===== config.mk =====
export PLATFORM = sky130hd
export DESIGN_NAME = framebuffer_reader_flat
export DESIGN_NICKNAME = d
export VERILOG_FILES = /design/src/rtl/framebuffer_reader_if.sv /design/src/rtl/framebuffer_reader.sv /design/src/flat_wrapper.sv
export SDC_FILE = /design/constraint.sdc
export NUM_CORES = 1
export LEC_CHECK = 0
export ABC_AREA = 0
export ABC_CLOCK_PERIOD_IN_PS = 8600
export BUFFER_PORTS_ARGS = -buffer_cell sky130_fd_sc_hd__buf_2
export CAP_MARGIN = 10
export CELL_PAD_IN_SITES_DETAIL_PLACEMENT = 1
export CELL_PAD_IN_SITES_GLOBAL_PLACEMENT = 1
export CORE_ASPECT_RATIO = 1.25
export CORE_MARGIN = 2
export CORE_UTILIZATION = 35
export CTS_BUF_LIST = sky130_fd_sc_hd__clkbuf_16
export DETAILED_ROUTE_END_ITERATION = 7
export GPL_TIMING_DRIVEN = 0
export HOLD_SLACK_MARGIN = 0.03
export PLACE_DENSITY = 0.63
export REMOVE_ABC_BUFFERS = 1
export SYNTH_ARGS = -nofsm -noshare
export SYNTH_HDL_FRONTEND = slang
export SYNTH_SLANG_ARGS = --single-unit

===== constraint.sdc =====
create_clock -name clk -period 8.6 [get_ports clk]
set_clock_uncertainty 0.15 [all_clocks]
set_input_delay 1.29 -clock clk [delete_from_list [all_inputs] [get_ports clk]]
set_output_delay 1.29 -clock clk [all_outputs]
set_load 0.005 [all_outputs]

===== src/rtl/framebuffer_reader_if.sv =====
// framebuffer_reader_if: burst control, RAM read port and output stream of framebuffer_reader.
interface framebuffer_reader_if #(parameter int ADDR_WIDTH = 8, parameter int DATA_WIDTH = 8);
  logic                  start;
  logic [ADDR_WIDTH-1:0] start_addr;
  logic [ADDR_WIDTH:0]   count;
  logic                  busy;
  logic                  done;
  logic                  ram_en;
  logic [ADDR_WIDTH-1:0] ram_addr;
  logic [DATA_WIDTH-1:0] ram_dout;
  logic                  out_valid;
  logic                  out_ready;
  logic [DATA_WIDTH-1:0] out_data;
  logic                  out_last;
  modport master(input start, start_addr, count, ram_dout, out_ready,
                 output busy, done, ram_en, ram_addr, out_valid, out_data, out_last);
  modport slave(output start, start_addr, count, ram_dout, out_ready,
                input busy, done, ram_en, ram_addr, out_valid, out_data, out_last);
endinterface


===== src/rtl/framebuffer_reader.sv =====
// framebuffer_reader: streams a burst of RAM words through a 4-entry FIFO with valid/ready output.
// Define FBR_UNDERRUN_CNT_EN to add the underrun_cnt output.
module framebuffer_reader #(
  parameter int ADDR_WIDTH = 8,
  parameter int DATA_WIDTH = 8
) (
  input logic clk,
  input logic rst_n,
  framebuffer_reader_if.master bus
`ifdef FBR_UNDERRUN_CNT_EN
  , output logic [15:0] underrun_cnt
`endif
);
  typedef enum logic [1:0] {IDLE, RUN, DRAIN} state_t;
  localparam logic [ADDR_WIDTH:0] ONE = 1;
  state_t state_q, state_d;
  logic [ADDR_WIDTH-1:0] addr_q, addr_d;
  logic [ADDR_WIDTH:0] cnt_q, cnt_d, issued_q, issued_d, popped_q, popped_d;
  logic [2:0] fifo_cnt_q, fifo_cnt_d;
  logic [1:0] wr_q, wr_d, rd_q, rd_d;
  logic pend_q, busy_q, busy_d, done_q, done_d;
  logic [DATA_WIDTH-1:0] fifo_q [4];
  logic accept, rd_en, pop, valid;
  always_comb begin
    accept = state_q == IDLE && bus.start;
    valid = fifo_cnt_q != '0;
    // one read may be in flight, so issue only if its data is guaranteed a slot
    rd_en = state_q == RUN && issued_q != cnt_q && (fifo_cnt_q + {2'b0, pend_q}) < 3'd4;
    pop = valid && bus.out_ready;
    fifo_cnt_d = fifo_cnt_q + {2'b0, pend_q} - {2'b0, pop};
    wr_d = wr_q + {1'b0, pend_q};
    rd_d = rd_q + {1'b0, pop};
    addr_d = accept ? bus.start_addr : addr_q + {{(ADDR_WIDTH-1){1'b0}}, rd_en};
    cnt_d = accept ? bus.count : cnt_q;
    issued_d = accept ? '0 : issued_q + {{ADDR_WIDTH{1'b0}}, rd_en};
    popped_d = accept ? '0 : popped_q + {{ADDR_WIDTH{1'b0}}, pop};
    state_d = accept ? (bus.count == '0 ? DRAIN : RUN) :
              (state_q == RUN && issued_d == cnt_q) ? DRAIN :
              (state_q == DRAIN && !pend_q && fifo_cnt_d == '0) ? IDLE : state_q;
    busy_d = state_d != IDLE;
    done_d = state_q == DRAIN && state_d == IDLE;
  end
  always_ff @(posedge clk or negedge rst_n)
    if (!rst_n) begin
      state_q <= IDLE;
      addr_q <= '0;
      cnt_q <= '0;
      issued_q <= '0;
      popped_q <= '0;
      fifo_cnt_q <= '0;
      wr_q <= '0;
      rd_q <= '0;
      pend_q <= 1'b0;
      busy_q <= 1'b0;
      done_q <= 1'b0;
    end else begin
      state_q <= state_d;
      addr_q <= addr_d;
      cnt_q <= cnt_d;
      issued_q <= issued_d;
      popped_q <= popped_d;
      fifo_cnt_q <= fifo_cnt_d;
      wr_q <= wr_d;
      rd_q <= rd_d;
      pend_q <= rd_en;
      busy_q <= busy_d;
      done_q <= done_d;
    end
  always_ff @(posedge clk)
    if (pend_q) fifo_q[wr_q] <= bus.ram_dout;
  assign bus.ram_en = rd_en;
  assign bus.ram_addr = addr_q;
  assign bus.out_valid = valid;
  assign bus.out_data = valid ? fifo_q[rd_q] : '0;
  assign bus.out_last = valid && (popped_q + ONE) == cnt_q;
  assign bus.busy = busy_q;
  assign bus.done = done_q;
`ifdef FBR_UNDERRUN_CNT_EN
  logic [15:0] und_q, und_d;
  always_comb
    und_d = accept ? '0 :
            (busy_q && bus.out_ready && !valid && und_q != 16'hFFFF) ? und_q + 16'd1 : und_q;
  always_ff @(posedge clk or negedge rst_n)
    if (!rst_n) und_q <= '0;
    else und_q <= und_d;
  assign underrun_cnt = und_q;
`endif
endmodule


===== src/flat_wrapper.sv =====
// flat-port wrapper written by rule: the top's interface ports become plain ports
module framebuffer_reader_flat 
#(
  parameter int ADDR_WIDTH = 8,
  parameter int DATA_WIDTH = 8
)
  (clk, rst_n, bus_start, bus_start_addr, bus_count, bus_ram_dout, bus_out_ready, bus_busy, bus_done, bus_ram_en, bus_ram_addr, bus_out_valid, bus_out_data, bus_out_last);
  framebuffer_reader_if #(.ADDR_WIDTH(ADDR_WIDTH), .DATA_WIDTH(DATA_WIDTH)) bus_i ();
  input logic clk;
  input logic rst_n;
  input wire logic [$bits(bus_i.start)-1:0] bus_start;
  input wire logic [$bits(bus_i.start_addr)-1:0] bus_start_addr;
  input wire logic [$bits(bus_i.count)-1:0] bus_count;
  input wire logic [$bits(bus_i.ram_dout)-1:0] bus_ram_dout;
  input wire logic [$bits(bus_i.out_ready)-1:0] bus_out_ready;
  output wire logic [$bits(bus_i.busy)-1:0] bus_busy;
  output wire logic [$bits(bus_i.done)-1:0] bus_done;
  output wire logic [$bits(bus_i.ram_en)-1:0] bus_ram_en;
  output wire logic [$bits(bus_i.ram_addr)-1:0] bus_ram_addr;
  output wire logic [$bits(bus_i.out_valid)-1:0] bus_out_valid;
  output wire logic [$bits(bus_i.out_data)-1:0] bus_out_data;
  output wire logic [$bits(bus_i.out_last)-1:0] bus_out_last;
  assign bus_i.start = bus_start;
  assign bus_i.start_addr = bus_start_addr;
  assign bus_i.count = bus_count;
  assign bus_i.ram_dout = bus_ram_dout;
  assign bus_i.out_ready = bus_out_ready;
  assign bus_busy = bus_i.busy;
  assign bus_done = bus_i.done;
  assign bus_ram_en = bus_i.ram_en;
  assign bus_ram_addr = bus_i.ram_addr;
  assign bus_out_valid = bus_i.out_valid;
  assign bus_out_data = bus_i.out_data;
  assign bus_out_last = bus_i.out_last;
  framebuffer_reader #(.ADDR_WIDTH(ADDR_WIDTH), .DATA_WIDTH(DATA_WIDTH)) u_core (.clk(clk), .rst_n(rst_n), .bus(bus_i));
endmodule

==> results.cfg, run 1 <==
[synthesis]
synth_warnings = 0
synth.distinct_cells = 40
yosysSeqAreaShare_pct = 54.8
synth_cells = 349
syn_area_per_cell_um2 = 11.2
yosys_register_bits = 79
synth.cell_area_mm2 = 0.00390

[critical_path]
cpPeakStageDelay_ns = 0.53
critPathSlowestCell = dfrtp_1
worstReg2RegStart = u_core.pend_q
r2r-end = u_core.state_q[0]
crit_path_max_fanout = 9
crit_start = u_core.popped_q[4]
reg2reg_slack_ns = 4.92
worstRegToRegCells = 12
setup.worst_path.end = bus_out_last
path_class = flip-flop to output pin
crit_required_ns = 7.16
crit_arrival_ns = 2.41
endpoint_kind = output pin
crit_chain = nand3_1 -> nor2_1 -> mux2_2 -> mux2i_1 -> a22oi_1 -> nor4_1 -> buf_2
crit_path_start_kind = flip-flop

[drt]
routedWlPerCell_um = 16.4
dr.pass1.iters = 4
drt_wl_total_um = 8750
route.detailed.drc = 0
viasPerCell = 5.15
vias = 2750
ant_nets = 0
drt_iter0_markers = 63

[cts]
ctsHoldBuffers = 0
root_buffer = clkbuf_16
post_cts_buffers = 0
clock_latency_ns = 0.35
cts_tree = done
h-tree-depth = 3
postCtsResizedCells = 0
clk_pin_slew_ns = 0.06
clock_path_buffers = 2
numCtsBuffers = 9
cts.sinks = 79

[place]
place_ws_ns = 4.84
placedInstanceArea_mm2 = 0.00430
place.gp.congestion = 0.788
port_buffers = 49
post-dp-hpwl_um = 6400

[global_route]
grt_pass1_wl_um = 14900
grt_max_degree = 48
antenna_found_initial = 0
grt_overflow = 0
grt_pass1_vias = 2875
grt_usage_pct = 16.1

[power_and_ir_drop]
switching_share_pct = 37.7
p_comb_share_pct = 35.8
p_seq_share_pct = 41.9
clock_power_share_pct = 22.4
p_per_area_mw_per_mm2 = 354
internal_power_w = 0.00101
p_sw_w = 0.000611
ir_worst_vdd_mv = 0.131
p_leak_nw = 1.89

[status]
status = complete, no violations

[cells_and_area]
nets = 436
multi_input_comb_area_mm2 = 0.00167
seqCellArea_mm2 = 0.00214
fillers = 1229
area_growth_pct = 17.4
drive_gt1_share_pct = 20.6
final_area_mm2 = 0.00458
antenna_cells = 0
final_util_pct = 41.7

[hold_path]
whs_path_depth = 1
worstHoldPathType = flip-flop to flip-flop

[die]
die_w_um = 98.4
initial_utilization_pct = 35.5
die_area_mm2 = 0.0120
core_mm2 = 0.0110
num_rows = 43
io_pins = 50
die_y_um = 122

[timing]
setup_viol = 0
min_period_ns = 3.85
finalCritPeriodShare_pct = 44.8
tns_ns = 0
max_freq_ghz = 0.260
finalHoldViolCount = 0
worst_slew_pin_slew_ns = 1.08
slew_violations = 0
hold-worst-slack_ns = 0.400
rsz0062_at_grt = false
worst_slack_ns = 4.75
slew_headroom_pct = 28.3

[run]
maxCapViolCount = 0
## synth_stat cells (all sizes together)
library cell  number  area (um^2)
or3b               1         8.76
a21oi             13         68.8
a211oi             1         7.51
nor4               6         37.5
dfrtp             47         1180
nor2b             10         62.6
and3               4         25.0
a31oi              3         18.8
a22oi              1         7.51
o311ai             1         8.76
inv                8         30.0
or3                4         25.0
nor3               9         45.0
nand3             16         80.1
nor3b              4         35.0
xnor2             21          184
nand2b             8         50.1
and2               4         25.0
and4               1         8.76
mux2               1         11.3
nand2             49          184
ha                13          163
clkbuf            13         51.3
nor2              21         81.3
nand4              6         37.5
mux4               8          180
buf                5         27.5
a31o               1         8.76
o2111ai            2         17.5
mux2i              2         20.0
o22ai              1         6.26
xor2              21          184
nand3b             1         7.51
edfxtp            32          961
o21ai             11         55.1
## logic make-up (layout without fill, tap and decap cells)
group                    Yosys count  count (layout)  share of synthesized area (%)
buffers and inverters             26              76                           2.79
flip-flops                        79              79                           54.8
multiplexers                      11              11                           5.42
AND/OR/NAND/NOR                  144             144                           18.3
adder cells (fa/ha/maj)           13              13                           4.17
XOR/XNOR                          42              42                           9.43
AO/OA/AOI/OAI                     34              34                           5.10
## per-layer routing
layer	up-vias	global-route usage, %	wire length, um
met4	0	6.93	170
li1	1308	-	-
met1	1378	18.9	3610
met3	14	2.64	309
met5	-	0	0
met2	50	28.8	4660
## power by group through the flow
stage	Sequential [W]	Clock, W	Combinational (W)
final	0.000678	0.000362	0.000579
after global routing	0.000704	0.000384	0.000665
after CTS	0.000683	0.000372	0.000595
after detailed placement	0.000689	0	0.000593
after global placement	0.000683	0	0.000556
after floorplan	0.000637	0	0.000414
## sequential cells by signal, summed over array words and instances, names as in the netlist
name                 count
u_core.wr_q              2
u_core.bus.busy          1
u_core.rd_q              2
u_core.issued_q          9
u_core.popped_q          9
u_core.cnt_q             9
u_core.fifo_q           32
u_core.state_q           2
u_core.fifo_cnt_q        3
u_core.pend_q            1
u_core.bus.ram_addr      8
u_core.bus.done          1
## stage by stage
stage / power, W / std cells
detailed placement: 0.00128 / 518
floorplan: 0.00105 / 331
CTS: 0.00165 / 534
global placement: 0.00124 / 515
finish: 0.00162 / 534
global route: 0.00175 / 534
## area by class of cell
class	count	share of cell area [%]
Clock buffer	9	4.92
Clock inverter	7	1.23
Inverter	8	0.656
Multi-Input combinational cell	244	36.4
Sequential cell	79	46.7
Tap cell	135	3.69
Timing Repair Buffer	52	6.45
## cell usage in the layout, fill, tap and decap left out, types with 8 or more instances in the layout
cell type  instances
xnor2_1           21
mux4_2             8
nor3_1             9
edfxtp_1          32
buf_2             49
nor2b_1           10
nand3_1           16
nand2b_1           8
clkbuf_16          9
dfrtp_1           47
o21ai_0           11
xor2_1            21
a21oi_1           12
inv_1              8
ha_1              13
nor2_1            20
nand2_1           49
## critical path: cells and delay by family (launching register included)
family	cells	cell delay [ns]
and+or+nand+nor	3	0.77
muxes	2	0.50
AOI/OAI and AO/OA	1	0.10
buffers and inverters	1	0.18
DFF	1	0.53
## worst min-delay path by stage
stage	startpoint	to	slack (ns)
after detailed placement	u_core.wr_q[1]	u_core.wr_q[1]	0.39
after global placement	u_core.wr_q[1]	u_core.wr_q[1]	0.36
final	u_core.wr_q[1]	u_core.wr_q[1]	0.40
after floorplan	u_core.wr_q[1]	u_core.wr_q[1]	0.34
after global routing	u_core.wr_q[1]	u_core.wr_q[1]	0.43
after CTS	u_core.wr_q[1]	u_core.wr_q[1]	0.41
Power figures use the tool's default switching activity.
==> run 2: changes to the inputs <==
--- a/config.mk
+++ b/config.mk
@@ -6,7 +6,7 @@
 export NUM_CORES = 1
 export LEC_CHECK = 0
 export ABC_AREA = 0
-export ABC_CLOCK_PERIOD_IN_PS = 8600
+export ABC_CLOCK_PERIOD_IN_PS = 3300
 export BUFFER_PORTS_ARGS = -buffer_cell sky130_fd_sc_hd__buf_2
 export CAP_MARGIN = 10
 export CELL_PAD_IN_SITES_DETAIL_PLACEMENT = 1
@@ -18,7 +18,7 @@
 export DETAILED_ROUTE_END_ITERATION = 7
 export GPL_TIMING_DRIVEN = 0
 export HOLD_SLACK_MARGIN = 0.03
-export PLACE_DENSITY = 0.63
+export PLACE_DENSITY = 0.66
 export REMOVE_ABC_BUFFERS = 1
 export SYNTH_ARGS = -nofsm -noshare
 export SYNTH_HDL_FRONTEND = slang
==> constraint.sdc (replaced) <==
create_clock -name clk -period 3.3 [get_ports clk]
set_clock_uncertainty 0.15 [all_clocks]
set_input_delay 0.495 -clock clk [delete_from_list [all_inputs] [get_ports clk]]
set_output_delay 0.495 -clock clk [all_outputs]
set_load 0.005 [all_outputs]
==> run 2 against run 1 <==
  * Clock-buffer cell count unchanged
  * Via count increased by 0.11%
  * Sequential share of layout area decreased by 0.85 points
  * Register-to-register slack got worse by 4.8 ns
  * Non-clock buffer count increased by 4
  * Sequential cell count unchanged
  * Sequential power increased to 2.6 times the previous value
  * Largest cell class unchanged
  * Final cell count increased by 0.75%
  * Utilization increased by 0.80 points
  * Clock power increased to 2.7 times the previous value
==> results.cfg, run 2 (synthesis results as in run 1) <==
[status]
status = complete, no violations

[cts]
cts_tree = done
ctsHoldBuffers = 0
clock_latency_ns = 0.34
clk_pin_slew_ns = 0.06
h-tree-depth = 3
root_buffer = clkbuf_16
clock_path_buffers = 2
cts.sinks = 79
numCtsBuffers = 9

[power_and_ir_drop]
p_per_area_mw_per_mm2 = 927
ir_worst_vdd_mv = 0.365
power_w = 0.00433
p_leak_nw = 1.92

[critical_path]
path_class = flip-flop to flip-flop
crit_path_max_fanout = 7
crit_arrival_ns = 3.22
crit_required_ns = 3.35
endpoint_kind = flip-flop
crit_path_start_kind = flip-flop

[drt]
drt_wl_total_um = 8960
routedWlPerCell_um = 16.7
route.detailed.drc = 0
vias = 2753
drt_iter0_markers = 107
ant_nets = 0
viasPerCell = 5.12
dr.pass1.iters = 4

[global_route]
grt_usage_pct = 16.1
grt_pass1_vias = 2985
grt_pass1_wl_um = 15100
grt_overflow = 0
antenna_found_initial = 0
grt_max_degree = 48

[cells_and_area]
fillers = 1212
nets = 440
final_util_pct = 42.5
multi_input_comb_area_mm2 = 0.00171
antenna_cells = 0
final_common_cell = buf_2
layout_common_cells = buf_2 (50), nand2_1 (49), dfrtp_1 (46)
seqCellArea_mm2 = 0.00214
top_register = u_core.fifo_q
area_growth_pct = 19.6
largest_reg_flops = 32
drive_gt1_share_pct = 22.6

[timing]
finalCritPeriodShare_pct = 96.1
setup_viol = 0
tns_ns = 0
max_freq_ghz = 0.315
min_period_ns = 3.17
slew_violations = 0
worst_slew_pin_slew_ns = 1.09
hold-worst-slack_ns = 0.210
finalHoldViolCount = 0
slew_headroom_pct = 27.3

[die]
initial_utilization_pct = 35.5
io_pins = 50
core_mm2 = 0.0110
die_w_um = 98.4
die_area_mm2 = 0.0120
num_rows = 43
die_y_um = 122

[hold_path]
worstHoldPathType = primary input to asynchronous set/reset pin

[place]
post-dp-hpwl_um = 6520
port_buffers = 49
place.gp.congestion = 0.804

[run]
maxCapViolCount = 0
==> run 2: worst paths after layout <==
check                      slack, ns                 end  cells after the start            from
max in group asynchronous       2.03       u_core.pend_q                      1           rst_n
setup / recovery                0.13   u_core.state_q[0]                     12   u_core.pend_q
hold / removal                  0.21  u_core.popped_q[1]                      1           rst_n
hold reg to reg                 0.41      u_core.wr_q[1]                      1  u_core.wr_q[1]
min in group clk                0.21     u_core.cnt_q[8]                      3    bus_count[8]
setup reg to reg                0.13   u_core.state_q[0]                     12   u_core.pend_q
==> run 2: worst max-delay path, stage by stage, from the launching register on <==
cell	delay, ns
dfrtp_2	0.46
ha_1	0.22
ha_1	0.19
xor2_1	0.19
nor3b_2	0.22
ha_2	0.25
nand4_1	0.16
or3_1	0.41
a21oi_2	0.18
xor2_1	0.09
nor4_2	0.25
buf_4	0.18
a31oi_1	0.08
==> run 2: what timing repair did <==
action | CTS | global route
resized for setup | 4 | 6
pin swaps | 2 | 4
setup buffers | 2 | 1
endpoints found under the setup margin | 2 | 2
==> run 2: per-stage QoR <==
step,setup WS (ns),std cells,area (um^2)
2_1_floorplan,0.110,331,3820
3_3_place_gp,-0.859,515,4240
3_5_place_dp,-0.423,519,4300
4_1_cts,0.0205,537,4630
5_1_grt,-0.0400,538,4670
6_report,0.130,538,4670
==> run 2: final cells by class <==
type	instances	share of cell area, %
Multi-Input combinational cell	244	36.6
Timing Repair Buffer	56	6.92
Inverter	8	0.644
Clock buffer	9	4.83
Sequential cell	79	45.8
Clock inverter	7	1.56
Tap cell	135	3.62
==> run 2: per-layer routing <==
metal	global-route usage, %	part of all wire (%)	vias to the layer above
met2	28.9	54	48
li1	-	-	1317
met3	2.81	3.3	11
met1	19.0	41	1377
met5	0	0	-
met4	6.51	1.9	0
==> run 2: where the power goes <==
| group | leakage, nW | internal [W] | switching [W] | total [W] |
|---|---|---|---|---|
| Clock | 0.143 | 0.000587 | 0.000401 | 0.000987 |
| Combinational | 0.902 | 0.000804 | 0.000749 | 0.00155 |
| Sequential | 0.872 | 0.00134 | 0.000446 | 0.00179 |
==> run 3: changes to the inputs <==
--- a/config.mk
+++ b/config.mk
@@ -6,7 +6,7 @@
 export NUM_CORES = 1
 export LEC_CHECK = 0
 export ABC_AREA = 0
-export ABC_CLOCK_PERIOD_IN_PS = 3300
+export ABC_CLOCK_PERIOD_IN_PS = 3100
 export BUFFER_PORTS_ARGS = -buffer_cell sky130_fd_sc_hd__buf_2
 export CAP_MARGIN = 10
 export CELL_PAD_IN_SITES_DETAIL_PLACEMENT = 1
@@ -18,7 +18,7 @@
 export DETAILED_ROUTE_END_ITERATION = 7
 export GPL_TIMING_DRIVEN = 0
 export HOLD_SLACK_MARGIN = 0.03
-export PLACE_DENSITY = 0.66
+export PLACE_DENSITY = 0.63
 export REMOVE_ABC_BUFFERS = 1
 export SYNTH_ARGS = -nofsm -noshare
 export SYNTH_HDL_FRONTEND = slang
==> constraint.sdc (replaced) <==
create_clock -name clk -period 3.1 [get_ports clk]
set_clock_uncertainty 0.15 [all_clocks]
set_input_delay 0.465 -clock clk [delete_from_list [all_inputs] [get_ports clk]]
set_output_delay 0.465 -clock clk [all_outputs]
set_load 0.005 [all_outputs]
==> run 3 against run 2 <==
  * Critical path depth is the same
  * Via count grew 0.54%
  * Sequential power grew 8%
  * First-iteration DRC count shrank 40%
  * Sequential share of layout area shrank 1.2 points
  * Clock-buffer cell count is the same
  * Non-clock buffer count grew 4
  * Final cell count grew 0.74%
==> results.cfg, run 3 (synthesis results as in run 1) <==
[cells_and_area]
area_growth_pct = 24.0
largest_reg_flops = 32
antenna_cells = 0
top_register = u_core.fifo_q
nets = 444
drive_gt1_share_pct = 30.2
layout_common_cells = nand2_1 (49), buf_2 (49), edfxtp_1 (32)

[power_and_ir_drop]
power_w = 0.00483
p_leak_nw = 1.93
p_per_area_mw_per_mm2 = 998
ir_worst_vdd_mv = 0.378

[drt]
dr.pass1.iters = 4
drt_iter0_markers = 64
route.met3.wl_um = 340
drt-met1-wl_um = 3730
drt_wl_total_um = 9130
viasPerCell = 5.11
wl_met2_um = 4910
vias = 2768
route.detailed.drc = 0
ant_nets = 0
routed.top_layer = met4
routedWlPerCell_um = 16.8

[critical_path]
crit_path_max_fanout = 4
endpoint_kind = flip-flop
cpPeakStageDelay_ns = 0.42
critPathSlowestCell = dfrtp_1
crit_path_frequent_cell = ha_4
crit_buf_inv = 1
crit_chain = ha_4 -> ha_4 -> xor2_4 -> nor3b_4 -> ha_4 -> nand4_1 -> or3_1 -> a21oi_2 -> xor2_1 -> nor4_2 -> buf_4 -> a31oi_4
path_class = flip-flop to flip-flop
crit_path_start_kind = flip-flop
crit_required_ns = 3.15
crit_arrival_ns = 3.03
critical_path.top_delay_family = simple AND/OR/NAND/NOR gates

[place]
post-dp-hpwl_um = 6400
place.gp.congestion = 0.788
port_buffers = 49

[global_route]
grt_pass1_wl_um = 15100
grt_max_degree = 48
grt_overflow = 0
antenna_found_initial = 0
grt_usage_pct = 16.3
grt_pass1_vias = 2929

[cts]
h-tree-depth = 3
cts.sinks = 79
clock_latency_ns = 0.34
numCtsBuffers = 9
clock_path_buffers = 2
root_buffer = clkbuf_16
cts_tree = done
ctsHoldBuffers = 0
clk_pin_slew_ns = 0.06

[timing]
setup_viol = 0
min_period_ns = 2.99
slew_violations = 0
slew_headroom_pct = 27.2
rsz0062_at_grt = true
max_freq_ghz = 0.335
finalHoldViolCount = 0
hold-worst-slack_ns = 0.161
worst_slew_pin_slew_ns = 1.09
finalCritPeriodShare_pct = 96.3

[die]
core_mm2 = 0.0110
num_rows = 43
die_w_um = 98.4
die_area_mm2 = 0.0120
die_y_um = 122
io_pins = 50
initial_utilization_pct = 35.5

[status]
status = complete, no violations

[run]
maxCapViolCount = 0

[hold_path]
worstHoldPathType = primary input to flip-flop
==> run 3: cell types whose count changed in the layout (fill, tap and decap cells not counted), moves of 4 or more <==
cell / previous run / this run
buf_4: 4 / 9
dfrtp_1: 46 / 31
dfrtp_2: 1 / 16
ha_4: 0 / 4
==> run 3: timing repair <==
action	4_1_cts	5_1_grt
resized for setup	17	27
gates cloned	0	0
pin swaps	8	10
setup buffers	3	5
endpoints found under the setup margin	5	3
==> run 3: path summary, 6_finish.rpt <==
path,start,to,slack (ns),cells past startpoint
setup / recovery,u_core.fifo_cnt_q[0],u_core.state_q[0],0.11,12
hold / removal,bus_start_addr[0],u_core.bus.ram_addr[0],0.16,3
setup reg to reg,u_core.fifo_cnt_q[0],u_core.state_q[0],0.11,12
hold reg to reg,u_core.wr_q[1],u_core.wr_q[1],0.41,1
max in group asynchronous,rst_n,u_core.issued_q[5],1.87,1
min in group asynchronous,rst_n,u_core.popped_q[6],0.18,1
==> run 3: metrics by stage <==
stage / cells / worst slack (ns) / area [um^2] / utilization [%] / TNS [ns]
2_1_floorplan: 331 / -0.0900 / 3820 / - / -0.169
3_3_place_gp: 515 / -1.04 / 4240 / 38.6 / -8.23
3_5_place_dp: 518 / -0.658 / 4300 / 39.1 / -1.41
4_1_cts: 537 / 0.00909 / 4680 / 42.7 / 0
5_1_grt: 542 / -0.0372 / 4840 / 44.1 / -0.0774
6_report: 542 / 0.113 / 4840 / 44.1 / 0
==> run 3: worst min-delay path, stage by stage <==
cell and delay [ns]:
buf_2 0.07, nand2_1 0.04, nand2_1 0.04
==> run 3: layout make-up <==
class                   instances  area (um^2)
well taps                     135          169
clock inverters                 7         56.3
clock buffers                   9          225
fillers                      1217         6140
repair buffers                 60          355
multi-input cells             244         1840
flip-flops and latches         79         2160
inverters                       8         30.0
==> run 3: layer usage <==
metal  up-vias  GRT usage (%)
li1       1329              -
met1      1377           19.0
met2        49           29.3
met3        13           2.81
met4         0           7.28
met5         -              0
==> run 3: power breakdown <==
group          internal [W]  switching (W)
Sequential          0.00145       0.000483
Combinational      0.000978       0.000916
Clock              0.000550       0.000456
